[src/rtl/hub75_bcm_scan_ctrl.sv]
// hub75_bcm_scan_ctrl
//   Scan scheduler for a HUB75 LED matrix using binary-coded modulation.
//   For each row pair and bit-plane p, it does three things:
//     - shifts COLS pixels into the panel (two cycles per column),
//     - pulses lat,
//     - unblanks the panel for BASE_ON<<p cycles.
//   Counters then advance to the next plane, or to the next row pair
//   after the last plane.
//
// Ports
//   clk, rst        clock; asynchronous active-high reset
//   en              run scanning; sampled in IDLE and at the end of DISPLAY
//   rd_addr         frame buffer address {row, col}, registered
//   rd_data         pixel word {r0,g0,b0,r1,g1,b1}, one cycle after rd_addr
//   row_addr        panel row-pair select {D,C,B,A}
//   rgb0, rgb1      bit p of the upper / lower half pixel
//   sclk, lat       panel shift clock and latch strobe
//   oe_n            panel output enable, active-low
//   frame_done      one-cycle pulse after the last plane of the last row pair
//   busy            high whenever the scheduler is not idle
module hub75_bcm_scan_ctrl #(
  parameter int COLS     = 64,
  parameter int ROW_BITS = 4,
  parameter int PLANES   = 4,
  parameter int BASE_ON  = 64
) (
  input  logic                             clk,
  input  logic                             rst,
  input  logic                             en,
  output logic [ROW_BITS+$clog2(COLS)-1:0] rd_addr,
  input  logic [6*PLANES-1:0]              rd_data,
  output logic [ROW_BITS-1:0]              row_addr,
  output logic [2:0]                       rgb0,
  output logic [2:0]                       rgb1,
  output logic                             sclk,
  output logic                             lat,
  output logic                             oe_n,
  output logic                             frame_done,
  output logic                             busy
);

  localparam int CB = $clog2(COLS);
  localparam int AW = ROW_BITS + CB;
  localparam int SW = $clog2(2*COLS+2);
  localparam int PW = (PLANES > 1) ? $clog2(PLANES) : 1;
  localparam int TW = $clog2(BASE_ON) + PLANES;

  localparam logic [SW-1:0] SHIFT_LAST = SW'(2*COLS+1);
  localparam logic [SW-1:0] SHIFT_COLS = SW'(2*COLS);

  typedef enum logic [1:0] {IDLE, SHIFT, LATCH, DISPLAY} state_t;

  state_t              state, state_d;
  logic [ROW_BITS-1:0] row, row_d;
  logic [PW-1:0]       plane, plane_d;
  logic [SW-1:0]       sh_cnt, sh_cnt_d, sh_nxt;
  logic [TW-1:0]       tmr, tmr_d;
  logic [AW-1:0]       rd_addr_d;
  logic [ROW_BITS-1:0] row_addr_d;
  logic [2:0]          rgb0_d, rgb1_d;
  logic                sclk_d, lat_d, oe_n_d, frame_done_d, busy_d;
  logic                last_plane, disp_end;

  logic [PLANES-1:0]   r0, g0, b0, r1, g1, b1;

  assign {r0, g0, b0, r1, g1, b1} = rd_data;

  // Next-state and next-output logic. All panel and frame buffer outputs are
  // registered, so each branch computes what the pins show in the next cycle.
  always_comb begin
    state_d      = state;
    row_d        = row;
    plane_d      = plane;
    sh_cnt_d     = sh_cnt;
    tmr_d        = tmr;
    rd_addr_d    = rd_addr;
    row_addr_d   = row_addr;
    rgb0_d       = rgb0;
    rgb1_d       = rgb1;
    sclk_d       = 1'b0;
    lat_d        = 1'b0;
    oe_n_d       = 1'b1;
    frame_done_d = 1'b0;
    busy_d       = 1'b1;
    sh_nxt       = sh_cnt + SW'(1);
    last_plane   = (plane == PW'(PLANES-1));
    disp_end     = (tmr == ((TW'(BASE_ON) << plane) - TW'(1)));

    unique case (state)
      IDLE: begin
        busy_d = en;
        if (en) begin
          state_d   = SHIFT;
          sh_cnt_d  = '0;
          rd_addr_d = {row, {CB{1'b0}}};
        end
      end

      SHIFT: begin
        sh_cnt_d = sh_nxt;
        // Column c owns cycles 2c and 2c+1. The address is held past the
        // last column rather than wrapping.
        if (sh_nxt < SHIFT_COLS)
          rd_addr_d = {row, sh_nxt[CB:1]};
        // Odd cycles carry the word addressed in the preceding even cycle.
        if (sh_cnt[0] && (sh_cnt < SHIFT_COLS)) begin
          rgb0_d = {r0[plane], g0[plane], b0[plane]};
          rgb1_d = {r1[plane], g1[plane], b1[plane]};
        end
        // The clock rises in the second cycle that rgb is stable, so the
        // data sees one cycle of setup and one cycle of hold.
        sclk_d = !sh_cnt[0] && (sh_cnt >= SW'(2)) && (sh_cnt <= SHIFT_COLS);
        if (sh_cnt == SHIFT_LAST) begin
          state_d    = LATCH;
          lat_d      = 1'b1;
          row_addr_d = row;
        end
      end

      LATCH: begin
        state_d = DISPLAY;
        tmr_d   = '0;
        oe_n_d  = 1'b0;
      end

      DISPLAY: begin
        if (disp_end) begin
          plane_d = last_plane ? '0 : plane + PW'(1);
          if (last_plane) begin
            row_d        = row + ROW_BITS'(1);
            frame_done_d = (row == {ROW_BITS{1'b1}});
          end
          if (en) begin
            state_d   = SHIFT;
            sh_cnt_d  = '0;
            rd_addr_d = {row_d, {CB{1'b0}}};
          end else begin
            state_d = IDLE;
            busy_d  = 1'b0;
          end
        end else begin
          tmr_d  = tmr + TW'(1);
          oe_n_d = 1'b0;
        end
      end

      default: state_d = IDLE;
    endcase
  end

  // State and output registers
  always_ff @(posedge clk or posedge rst) begin
    if (rst) begin
      state      <= IDLE;
      row        <= '0;
      plane      <= '0;
      sh_cnt     <= '0;
      tmr        <= '0;
      rd_addr    <= '0;
      row_addr   <= '0;
      rgb0       <= '0;
      rgb1       <= '0;
      sclk       <= 1'b0;
      lat        <= 1'b0;
      oe_n       <= 1'b1;
      frame_done <= 1'b0;
      busy       <= 1'b0;
    end else begin
      state      <= state_d;
      row        <= row_d;
      plane      <= plane_d;
      sh_cnt     <= sh_cnt_d;
      tmr        <= tmr_d;
      rd_addr    <= rd_addr_d;
      row_addr   <= row_addr_d;
      rgb0       <= rgb0_d;
      rgb1       <= rgb1_d;
      sclk       <= sclk_d;
      lat        <= lat_d;
      oe_n       <= oe_n_d;
      frame_done <= frame_done_d;
      busy       <= busy_d;
    end
  end

endmodule

[config.mk]
export PLATFORM = sky130hd
export DESIGN_NAME = hub75_bcm_scan_ctrl
export DESIGN_NICKNAME = d
export VERILOG_FILES = /design/src/rtl/hub75_bcm_scan_ctrl.sv
export SDC_FILE = /design/constraint.sdc
export NUM_CORES = 1
export LEC_CHECK = 0
export BUFFER_PORTS_ARGS = -buffer_cell sky130_fd_sc_hd__buf_2
export CORE_MARGIN = 10
export CORE_UTILIZATION = 30
export CTS_CLUSTER_DIAMETER = 40
export DETAILED_ROUTE_END_ITERATION = 8
export HOLD_SLACK_MARGIN = 0.05
export PLACE_DENSITY = 0.59
export SYNTH_ARGS = -nofsm -noshare
export SYNTH_HDL_FRONTEND = slang
export SYNTH_SLANG_ARGS = --single-unit
export TNS_END_PERCENT = 100
[constraint.sdc]
create_clock -name clk -period 3.4 [get_ports clk]
set_input_delay 0.85 -clock clk [delete_from_list [all_inputs] [get_ports clk]]
set_output_delay 0.85 -clock clk [all_outputs]
set_load 0.01 [all_outputs]
After elaboration in Yosys (flattened, before gate mapping)
Index checks and enable logic that the tools add are counted.
{ "classes": {"shift": 1, "mul": 0, "order_cmp": 5, "n_div": 0, "n_bitwise": 0, "eq_ne": 13, "add_sub_neg": 5, "muxes": 40, "n_reduce_logical": 14} }
{ "ops": {"columns": ["operator", "n"], "rows": [
  ["two-way mux 10 bit", 5],
  ["one-hot mux 10 bit (3 select lines)", 1],
  ["one-hot mux 8 bit (3 select lines)", 1],
  ["one-hot mux 10 bit (2 select lines)", 1],
  ["less-than comparator 8 bit (second input constant)", 2],
  ["two-way mux 1 bit", 16],
  ["two-way mux 8 bit", 2],
  ["binary-select mux 1 bit (select 2 bit)", 6],
  ["inequality test 2 bit (second input constant)", 6],
  ["adder 10 x 1 -> 10 bit (second input constant)", 1],
  ["== test 10 bit", 1],
  ["AND reduction 2 bit", 5],
  ["left shift 7 x 2 -> 10 bit (first input constant)", 1],
  ["subtractor 10 x 1 -> 10 bit (second input constant)", 1],
  ["adder 8 x 1 -> 8 bit (second input constant)", 1],
  ["== test 8 bit (second input constant)", 1],
  [">= comparator 8 x 2 -> 1 bit (second input constant)", 1],
  ["<= comparator 8 bit (second input constant)", 1],
  ["two-way mux 2 bit", 4],
  ["one-hot mux 2 bit (4 select lines)", 1],
  ["== test 2 bit (second input constant)", 3],
  ["AND reduction 5 bit", 1],
  ["adder 4 x 1 -> 4 bit (second input constant)", 1],
  ["== test 4 bit (second input constant)", 1],
  ["11 further kinds", 14]
]} }
{ "totals": {"n_memories": 0, "input_bits": 27, "latchBits": 0, "reg_bits": 51, "rom_bits": 0, "out_inout_bits": 25, "ram_bits": 0, "wordCells": 92} }

Logic depth before layout (Yosys ltp)
Gate-level depths: netlist of the first run.
{ "depth": {"depth_word": 5, "ltp_mapped": 8, "mapped_depth_nobuf": 7} }

Worst setup path after synthesis of the first run
No wires, ideal clock.
{ "synth_path": {"path_type": "reg2reg", "startpoint": "register plane[1]", "endpoint": "register rd_addr[7]", "n_path_buf": 1, "setup_ns": 0.125, "required_ns": 3.275, "arrival_time_ns": 2.581, "synth_period_minus_slack_ns": 2.706, "path_slack_ns": 0.694, "stages_incl_launch_ff": 9, "cell_sequence": "dfrtp_1 -> clkbuf_1 -> inv_1 -> ha_1 -> xnor2_1 -> mux2i_4 -> a31oi_4 -> a2111oi_4 -> mux2_4"} }
{ "synth_via": {"elab_chain_len": 5, "word_cells_on_any_way": 10, "classes_between": "1 x add/sub; 3 x eq/ne; 1 x shift; 4 x mux; 1 x reduce/logical"} }
{ "synth_lines": {"columns": ["element", "line", "text"], "rows": [
  ["from (decl)", "55", "logic [PW-1:0] plane, plane_d;"],
  ["from (signal assigned)", "171", "plane <= plane_d;"],
  ["left shift 7 x 2 -> 10 bit or == test 2 bit (tied branches)", "87, 86", null],
  ["subtractor 10 x 1 -> 10 bit or two-way mux 4 bit (tied branches)", "87, 129", null],
  ["== test 10 bit or two-way mux 10 bit (tied branches)", "87, 133", null],
  ["inequality test 2 bit (no source line) or two-way mux 10 bit (tied branches)", null, null],
  ["AND reduction 5 bit (no source line) or one-hot mux 10 bit (3 select lines) (tied branches)", null, null],
  ["to (signal assigned)", "174", "rd_addr <= rd_addr_d;"],
  ["to (decl)", "30", "output logic [ROW_BITS+$clog2(COLS)-1:0] rd_addr,"]
]} }
Parallel ways exist; a longest one is shown, timed or not. The select of a mux whose other input is x is not followed.
A chain may end at the register's enable or synchronous reset.

Worst setup path in the final report of the first run
{ "layout_path": {"startpoint": "register plane[0]", "endpoint": "register rd_addr[5]"} }
{ "layout_via": {"elab_chain_len": 5} }
{ "layout_lines": {"columns": ["element", "line", "text"], "rows": [
  ["left shift 7 x 2 -> 10 bit", "87", "disp_end = (tmr == ((TW'(BASE_ON) << plane) - TW'(1)));"],
  ["subtractor 10 x 1 -> 10 bit", "87", null],
  ["== test 10 bit", "87", null],
  ["inequality test 2 bit (no source line)", null, null],
  ["AND reduction 5 bit (no source line)", null, null]
]} }
Every way passes these cells.

==> results of run 1 <==
==> state kept, by name, summed over array words and instances, names as in the netlist, 3 cells and up <==
signal	count
rd_addr	10
rgb0	3
rgb1	3
row	4
row_addr	4
sh_cnt	8
tmr	10
==> per-stage QoR <==
stage	cells	cell area, um2	utilization, %	worst slack (ns)
floorplan	268	2860	-	0.694
global placement	442	3270	35.3	0.722
detailed placement	442	3270	35.3	0.651
CTS	450	3360	36.4	0.631
global route	450	3360	36.4	0.402
finish	450	3360	36.4	0.656
==> layer usage <==
| metal | vias to the layer above | share of wire, % | GRT usage (%) |
|---|---|---|---|
| li1 | 1064 | - | - |
| met1 | 1082 | 45 | 12.2 |
| met2 | 47 | 50 | 15.3 |
| met3 | 9 | 4.4 | 2.30 |
| met4 | 0 | 0.93 | 2.09 |
| met5 | - | 0 | 0 |
==> cell type report <==
class	instances	area share (%)
multi-input combinational	187	43.6
sequential	51	38.0
timing repair buffer	55	8.48
tap	129	4.80
clock buffer	6	2.45
inverter	20	2.23
clock inverter	2	0.483
==> worst register-to-register path: stages, from the launching register on <==
cell and delay, ns:
dfrtp_1 0.58, ha_1 0.35, xnor2_1 0.28, mux2i_4 0.39, a41o_1 0.38, or3b_2 0.54
o22ai_1 0.15
==> cell usage in the layout, fill, tap and decap left out, types with 2 or more instances in the layout <==
master / instances
a211oi_1: 3
a21oi_1: 14
a31o_2: 2
a31oi_1: 7
and3_1: 4
buf_2: 51
buf_4: 4
clkbuf_8: 6
dfrtp_1: 50
ha_1: 15
inv_1: 19
mux2_2: 12
mux2_4: 3
mux2i_1: 4
mux2i_4: 2
mux4_2: 6
nand2_1: 19
nand2b_1: 4
nand3_1: 8
nand4_1: 5
nor2_1: 16
nor3_1: 8
nor4_1: 2
o211ai_1: 2
o21ai_0: 10
o21bai_1: 2
o22ai_1: 6
o31ai_1: 2
or3_1: 2
xnor2_1: 8
xor2_1: 4
==> kinds of logic (layout without fill, tap and decap cells) <==
group / after synthesis / after routing / share of synthesized area (%)
simple gates: 74 / 74 / 12.5
compound gates: 59 / 59 / 14.5
flops: 51 / 51 / 44.7
buf+inv: 30 / 83 / 3.94
mux: 27 / 27 / 14.0
fa+ha+maj: 15 / 15 / 6.57
xor+xnor: 12 / 12 / 3.68
==> power groups by stage <==
| stage | clock, W | sequential (W) | combinational (W) |
|---|---|---|---|
| 5_1_grt | 0.000419 | 0.000933 | 0.00109 |
| 4_1_cts | 0.000397 | 0.000901 | 0.000995 |
| 3_3_place_gp | 0 | 0.000908 | 0.000968 |
| 6_report | 0.000378 | 0.000902 | 0.000983 |
| 3_5_place_dp | 0 | 0.000912 | 0.000992 |
| 2_1_floorplan | 0 | 0.000892 | 0.000693 |
==> worst max path at each step <==
stage / startpoint / to / slack (ns) / depth (start not counted)
after floorplan: plane[1] / rd_addr[7] / 0.69 / 8
after global placement: plane[0] / rd_addr[4] / 0.72 / 6
after detailed placement: plane[0] / rd_addr[8] / 0.65 / 7
after CTS: plane[0] / rd_addr[4] / 0.63 / 6
after global routing: plane[0] / rd_addr[4] / 0.40 / 6
final: plane[0] / rd_addr[5] / 0.66 / 6
==> summary.txt, run 1 <==
Synthesis
  – Synth area leaders: dfrtp_1, ha_1, mux2_2
  – Ys async rst share: 100%
  – Cell with the most instances after synthesis: dfrtp_1
  – Post-synth top cells: dfrtp_1, inv_1, nand2_1, nor2_1, ha_1
  – Post-synth net total: 310
  – Synth warn: 0
  – Mapped Cells: roughly 270
  – Flops & latches, synth: just over 50
  – EDFF count, synth: 0
  – Yosys top cell by area: dfrtp_1
  – Main synth FF type: dfrtp_1
  – Syn avg cell area: 10.7 um2
  – Yosys cell types: 47
  – Yosys top cell area share: between 40% and 50%
  – Post-synthesis cell area: 0.00286 mm2
  – Register area share after synthesis: 44.7%

Setup path
  – Slowest CP cell: dfrtp_1
  – Crit-path leading delay family: flip-flops
  – Max stage delay on crit path: 0.58 ns
  – CP max FO: 12
  – CP Launch Type: flop
  – Worst r2r dst: rd_addr[5]
  – Critical Path End Type: flop
  – Crit path cell chain: ha_1 -> xnor2_1 -> mux2i_4 -> a41o_1 -> or3b_2 -> o22ai_1
  – RR Startpoint: plane[0]
  – Reg2Reg Depth: 6
  – CP arrival: 2.98 ns
  – CP required: 3.63 ns
  – Setup CP Type: flop to flop
  – R2R Setup Slk: 0.66 ns
  – WP buf/inv: 0

Power and ir drop
  – Power share of the clock group: 16.7%
  – Leakage power: 1.58 nW
  – Internal power: 0.00133 W
  – Final Power: 0.00226 W
  – Net Sw Power: 0.000929 W
  – PwrDens: 673 mW/mm2
  – Sw Share: between 40% and 50%
  – Share of total power in combinational logic: around 43%
  – Worst VDD drop: about 0.00024 V
  – Sequential share of power: 39.8%

Clock tree
  – Number of H-tree levels: 2
  – CTS Hold Bufs: 0
  – Post-CTS setup buffers: 0
  – Clk buf depth: 2
  – CTS root buf: clkbuf_8
  – CTS tree: built
  – CTS Buf Count: 5
  – Post-cts resize count: 0
  – Clock Pin Slew Worst Setup and Hold Paths: 0.10 ns
  – Clock sinks: 51
  – Worst-skew pair later-pin latency: about 0.31 ns

Finish
  – Nets@finish: 362
  – Layout area overhead: 17.8%
  – Layout cells sized above 1: 29.6%
  – Multi-input combinational cell area: 0.00147 mm2
  – N_diodes: 0
  – Fill cells: 940
  – Flip-flop and latch area: 0.00128 mm2

GRT
  – Largest net degree at the start of global routing: 52
  – First-pass GRT wire length: 11100 um
  – Vias in the first global route: 2148
  – Global Route Usage Sum: 9.39%
  – Initial antenna violation count: 0
  – Grt ovf: 0

Floorplan
  – Row cnt: 35
  – DIE AREA: 0.0138 mm2
  – Die Wd: 118 um
  – Initial core utilization: 30.9%
  – Die Y-Extent: 118 um
  – CORE AREA: approximately 0.0092 mm2
  – IO Pins: 52

STA
  – Fin Setup TNS: 0 ns
  – Slew Viols, Final: 0
  – Final hold vios: 0
  – Endpoints failing setup: 0
  – Actual slew at the worst max-slew pin: 1.04 ns
  – Max frequency: 0.364 GHz
  – Hold_ws: 0.507 ns
  – Worst Clk Skew: about 0.0065 ns
  – Min cycle time layout: 2.74 ns
  – Rel. slew slack: 30.8%
  – RSZ-0062 raised after global routing: no
  – Post-route clock period utilization: 80.7%

Run status
  – Run status: finished clean

Drt
  – Via density: 4.89
  – Antenna Nets Post-Route: 0
  – Routed len/inst: ~15 um
  – # DRC: 0
  – Vias post-DR: 2202
  – Initial DRC count: approximately 140
  – DRT Wirelength: 6570 um
  – Drt first pass iters: 4

Worst hold path
  – Min-Delay Startpoint: rgb1[2]
  – Type of the tightest min-delay check: flop to flop
  – Hold-critical path depth: 1
  – Hold Crit Endpoint: rgb1[2]

Run
  – Max-cap violation count: 0

Placed design
  – Dpl hpwl: between 4000 and 5000 um
  – Gpl congestion: 0.837
  – PortBufs: 51
Power figures use the tool's default switching activity.
==> run 2: changes to the inputs <==
PLACE_DENSITY = 0.61   (was 0.59)
clock period = 2.4 ns   (was 3.4 ns; I/O delays follow)
==> run 2 against run 1 <==
Critical path depth up 3. Cell count increased by 2.4%. Critical path type unchanged. Power grew 41%. Sequential power rose by 42%. Non-clock buffer count grew 11. Hold slack got worse by 0.17 ns. Critical endpoint is now rd_addr[7].
==> summary.txt, run 2 (synthesis gave the netlist of run 1 again) <==
Finish
  – Commonest cells after routing, fill and taps aside: buf_2, dfrtp_1, inv_1, nand2_1, nor2_1
  – Layout area overhead: 21.4%
  – N_diodes: 0 (unchanged)
  – Most common cell after layout, fill and taps aside: buf_2
  – Top Registers: rd_addr: 10 flops, tmr: 10 flops, sh_cnt: 8 flops
  – Finished Core Util: 37.5% (+1.1 points)
  – Nets@finish: 373 (+3.0%)
  – Layout cells sized above 1: 32.5% (+2.9 points)

Drt
  – DRT Wirelength: 6590 um (+0.30%)
  – Routed len/inst: 14.3 um (-2.1%)
  – Initial DRC count: 151 (+10%)
  – # DRC: 0 (unchanged)
  – Via density: 4.80 (-2.0%)
  – Vias post-DR: 2211 (+0.41%)
  – Antenna Nets Post-Route: 0 (unchanged)
  – Drt first pass iters: 4 (unchanged)

Run status
  – Run status: finished clean

GRT
  – First-pass GRT wire length: 11500 um (+3.3%)
  – Initial antenna violation count: 0 (unchanged)
  – Vias in the first global route: 2272 (+5.8%)
  – Largest net degree at the start of global routing: 30 (-42%)
  – Global Route Usage Sum: 9.66% (+0.27 points)
  – Grt ovf: 0 (unchanged)

Worst hold path
  – Type of the tightest min-delay check: input pin to asynchronous set/reset pin

Floorplan
  – CORE AREA: 0.00924 mm2 (unchanged)
  – Initial core utilization: 30.9% (unchanged)
  – IO Pins: 52 (unchanged)
  – DIE AREA: 0.0138 mm2 (unchanged)
  – Row cnt: 35 (unchanged)
  – Die Wd: 118 um (unchanged)
  – Die Y-Extent: 118 um (unchanged)

Clock tree
  – Worst-skew pair later-pin latency: 0.30 ns (about the same)
  – CTS tree: built
  – Clk buf depth: 2 (unchanged)
  – Clock sinks: 51 (unchanged)
  – Clock Pin Slew Worst Setup and Hold Paths: 0.09 ns (about the same)
  – CTS Buf Count: 5 (unchanged)
  – CTS root buf: clkbuf_8
  – Number of H-tree levels: 2 (unchanged)
  – CTS Hold Bufs: 0 (unchanged)

STA
  – Post-route clock period utilization: 94.8% (+14 points)
  – Slew Viols, Final: 0 (unchanged)
  – Endpoints failing setup: 0 (unchanged)
  – Actual slew at the worst max-slew pin: 0.552 ns (-0.485 ns)
  – Max frequency: 0.439 GHz (+21%)
  – Final hold vios: 0 (unchanged)
  – Min cycle time layout: 2.28 ns (-0.469 ns)
  – Worst Clk Skew: 0.00409 ns (-0.00241 ns)
  – Rel. slew slack: 63.1% (+32 points)
  – Fin Setup TNS: 0 ns (unchanged)
  – RSZ-0062 raised after global routing: no

Setup path
  – Slowest CP cell: dfrtp_1
  – Setup CP Type: flop to flop
  – Critical Path End Type: flop
  – CP arrival: 2.47 ns (-0.51 ns)
  – CP max FO: 10 (-2)
  – Crit path cell chain: buf_6 -> inv_1 -> ha_1 -> nand2b_1 -> mux2i_4 -> a31oi_4 -> a2111oi_4 -> buf_4 -> mux2_4
  – Max stage delay on crit path: 0.42 ns (-0.16 ns)
  – CP Launch Type: flop
  – CP required: 2.59 ns (-1.04 ns)

Power and ir drop
  – Worst VDD drop: 0.000320 V (+35%)
  – PwrDens: 919 mW/mm2 (+37%)
  – Leakage power: 1.63 nW (+3.4%)

Placed design
  – PortBufs: 51 (unchanged)
  – Gpl congestion: 0.831 (-0.73%)
  – Dpl hpwl: 5120 um (+3.8%)

Run
  – Max-cap violation count: 0 (unchanged)
[run 2: cell types whose count changed in the layout (fill, tap and decap cells not counted), sizes merged]
cell	before	now
buf	55	66
[run 2: repair_timing]
item	CTS	global route
setup buffers	0	2
resized for setup	0	2
setup endpoints to repair	0	8
[run 2: stage by stage]
| step | setup slack [ns] | area (um2) | std cells | total power, W | hold WS [ns] |
|---|---|---|---|---|---|
| finish | 0.124 | 3470 | 461 | 0.00318 | 0.339 |
| global route | 0.00226 | 3470 | 461 | 0.00348 | 0.362 |
| CTS | 0.0411 | 3440 | 459 | 0.00324 | 0.349 |
| floorplan | 0.00131 | 2880 | 268 | 0.00224 | 0.466 |
| global placement | 0.102 | 3360 | 451 | 0.00270 | 0.464 |
| detailed placement | 0.0545 | 3360 | 451 | 0.00274 | 0.468 |
[run 2: cell type report]
type / instances / area (um2)
inverter: 20 / 75.1
multi-input combinational: 187 / 1480
fill: 903 / 5770
tap: 129 / 161
timing repair buffer: 66 / 384
sequential: 51 / 1280
clock buffer: 6 / 72.6
clock inverter: 2 / 12.5
[run 2: power by group]
| part | switching [W] | total (W) | internal, W |
|---|---|---|---|
| sequential | 0.000208 | 0.00128 | 0.00107 |
| clock | 0.000280 | 0.000485 | 0.000204 |
| combinational | 0.000804 | 0.00142 | 0.000618 |
[run 2: path summary, 6_finish.rpt]
check	slack, ns	to	startpoint	cells past startpoint
max in group asynchronous	1.53	sh_cnt[7]	rst	3
max	0.12	rd_addr[7]	plane[0]	9
min	0.34	rgb0[2]	rst	2
min in group clk	0.48	row_addr[3]	row_addr[3]	2
min reg2reg	0.48	row_addr[3]	row_addr[3]	2
max reg2reg	0.12	rd_addr[7]	plane[0]	9
[run 2: layer usage]
layer  share of wire [%]  up-vias  GRT usage (%)  wire length, um
li1                    -     1091              -                -
met1                  43     1068           11.9             2860
met5                   0        -              0                0
met4                 1.4        0           2.86               95
met3                 3.9       10           2.30              255
met2                  51       42           16.3             3380
[run 2: critical path: cells and delay by family (launching register included)]
| kind | cells | cell delay, ns |
|---|---|---|
| AO/OA/AOI/OAI | 2 | 0.36 |
| buffers and inverters | 3 | 0.47 |
| adder cells (fa/ha/maj) | 1 | 0.20 |
| flip-flops | 1 | 0.42 |
| multiplexers | 2 | 0.54 |
| AND/OR/NAND/NOR | 1 | 0.17 |
==> run 3: changes to the inputs <==
SETUP_SLACK_MARGIN = 0.15   (was not set)
==> run 3 against run 2 <==
Sequential share of layout area shrank 1.4 points. Cell count grew 1.3%. Sequential power is essentially flat. First-iteration DRC count shrank 60%. Critical endpoint unchanged. Largest power group unchanged.
==> summary.txt, run 3 (synthesis gave the netlist of run 1 again) <==
Power and ir drop
  – Leakage power: 1.68 nW (+3.0%)
  – Worst VDD drop: 0.000285 V (-11%)
  – PwrDens: 931 mW/mm2 (+1.4%)

Floorplan
  – Initial core utilization: 30.9% (unchanged)
  – Die Wd: 118 um (unchanged)
  – DIE AREA: 0.0138 mm2 (unchanged)
  – Row cnt: 35 (unchanged)
  – Die Y-Extent: 118 um (unchanged)
  – IO Pins: 52 (unchanged)
  – CORE AREA: 0.00924 mm2 (unchanged)

GRT
  – Grt ovf: 0 (unchanged)
  – Largest net degree at the start of global routing: 52 (+73%)
  – Initial antenna violation count: 0 (unchanged)
  – Global Route Usage Sum: 9.59% (-0.076 points)
  – First-pass GRT wire length: 11200 um (-2.5%)
  – Vias in the first global route: 2184 (-3.9%)

Finish
  – Layout area overhead: 26.3%
  – Layout cells sized above 1: 36.1% (+3.6 points)
  – Top Registers: rd_addr: 10 flops, tmr: 10 flops, sh_cnt: 8 flops
  – Final instance area: 0.00361 mm2 (+4.1%)
  – Nets@finish: 379 (+1.6%)
  – Commonest cells after routing, fill and taps aside: buf_2, dfrtp_1, nand2_1, buf_4, inv_1
  – Most common cell after layout, fill and taps aside: buf_2
  – N_diodes: 0 (unchanged)

Clock tree
  – Worst-skew pair later-pin latency: 0.30 ns (about the same)
  – CTS Hold Bufs: 0 (unchanged)
  – Number of H-tree levels: 2 (unchanged)
  – CTS tree: built
  – CTS root buf: clkbuf_8
  – Clk buf depth: 2 (unchanged)
  – Clock sinks: 51 (unchanged)
  – Clock Pin Slew Worst Setup and Hold Paths: 0.09 ns (about the same)
  – CTS Buf Count: 5 (unchanged)

STA
  – RSZ-0062 raised after global routing: yes
  – Min cycle time layout: 2.22 ns (-0.0558 ns)
  – Actual slew at the worst max-slew pin: 0.413 ns (-0.139 ns)
  – Final hold vios: 0 (unchanged)
  – Rel. slew slack: 72.4% (+9.2 points)
  – Worst Clk Skew: 0.00660 ns (+0.00250 ns)
  – Slew Viols, Final: 0 (unchanged)
  – Fin Setup TNS: 0 ns (unchanged)
  – Endpoints failing setup: 0 (unchanged)
  – Post-route clock period utilization: 92.5% (-2.3 points)
  – Max frequency: 0.450 GHz (+2.5%)

Setup path
  – Setup CP Type: flop to flop
  – CP arrival: 2.41 ns (-0.06 ns)
  – RR Startpoint: plane[0]
  – CP required: 2.59 ns (about the same)
  – CP max FO: 6 (-4)
  – Reg2Reg Depth: 7 (-2)
  – Critical Path End Type: flop
  – CP Launch Type: flop
  – Worst r2r dst: rd_addr[7]
  – R2R Setup Slk: 0.18 ns (+0.06 ns)

Placed design
  – PortBufs: 51 (unchanged)
  – Gpl congestion: 0.809 (-2.7%)
  – Placed Area: 0.00339 mm2 (+1.0%)
  – Dpl hpwl: 4970 um (-3.0%)

Drt
  – # DRC: 0 (unchanged)
  – Antenna Nets Post-Route: 0 (unchanged)
  – Via density: 4.78 (-0.26%)
  – Initial DRC count: 61 (-60%)
  – Routed len/inst: 14.2 um (-0.51%)
  – DRT Wirelength: 6640 um (+0.79%)
  – Drt first pass iters: 4 (unchanged)
  – Vias post-DR: 2234 (+1.0%)

Run
  – Max-cap violation count: 0 (unchanged)

Worst hold path
  – Type of the tightest min-delay check: input pin to asynchronous set/reset pin

Run status
  – Run status: finished clean
[run 3: layer usage]
layer / part of all wire (%) / GRT usage (%) / up-vias
li1: - / - / 1101
met1: 46 / 12.3 / 1083
met2: 49 / 15.5 / 45
met3: 4.3 / 2.64 / 5
met4: 0.75 / 2.55 / 0
met5: 0 / 0 / -
[run 3: repair_timing]
| action | 4_1_cts | 5_1_grt |
|---|---|---|
| resized for setup | 2 | 7 |
| endpoints found under the hold margin | 0 | 0 |
| pin swaps | 0 | 5 |
| setup endpoints to repair | 8 | 18 |
| buffers inserted | 4 | 5 |
[run 3: per-stage QoR]
stage          setup WS [ns]  hold WS, ns  std cells  utilization [%]  total power (W)
2_1_floorplan         0.0607        0.484        268                -          0.00224
3_3_place_gp           0.119        0.460        450             36.7          0.00268
3_5_place_dp          0.0798        0.474        450             36.7          0.00270
4_1_cts                0.172        0.332        462             38.3          0.00337
5_1_grt               0.0983        0.331        467             39.1          0.00365
6_report               0.180        0.325        467             39.1          0.00336
[run 3: report_power, final]
group	switching, W	leakage (nW)	internal (W)
clock	0.000288	0.0514	0.000311
combinational	0.000802	0.957	0.000674
sequential	0.000216	0.674	0.00107
total	0.00131	1.68	0.00206
[run 3: final cells by class]
| cell class | count | area, um2 |
|---|---|---|
| multi-input combinational | 187 | 1550 |
| tap | 129 | 161 |
| timing repair buffer | 72 | 429 |
| clock inverter | 2 | 37.5 |
| inverter | 20 | 77.6 |
| clock buffer | 6 | 72.6 |
| fill | 933 | 5630 |
| sequential | 51 | 1280 |
[run 3: worst max-delay path by stage]
stage                   from          to  slack [ns]  depth (start not counted)
finish              plane[0]  rd_addr[7]        0.18                          7
CTS                 plane[0]  rd_addr[4]        0.17                          6
floorplan           plane[1]  rd_addr[7]        0.06                          8
detailed placement  plane[0]  rd_addr[7]        0.08                          7
global placement    plane[0]  rd_addr[9]        0.12                          7
global route        plane[0]  rd_addr[7]         0.1                          7
[run 3: critical path, stage by stage, from the launching register on]
cell	delay (ns)
dfrtp_2	0.48
ha_4	0.20
xnor2_4	0.18
mux2i_4	0.32
a31oi_4	0.14
a2111oi_4	0.30
buf_6	0.17
mux2_4	0.29
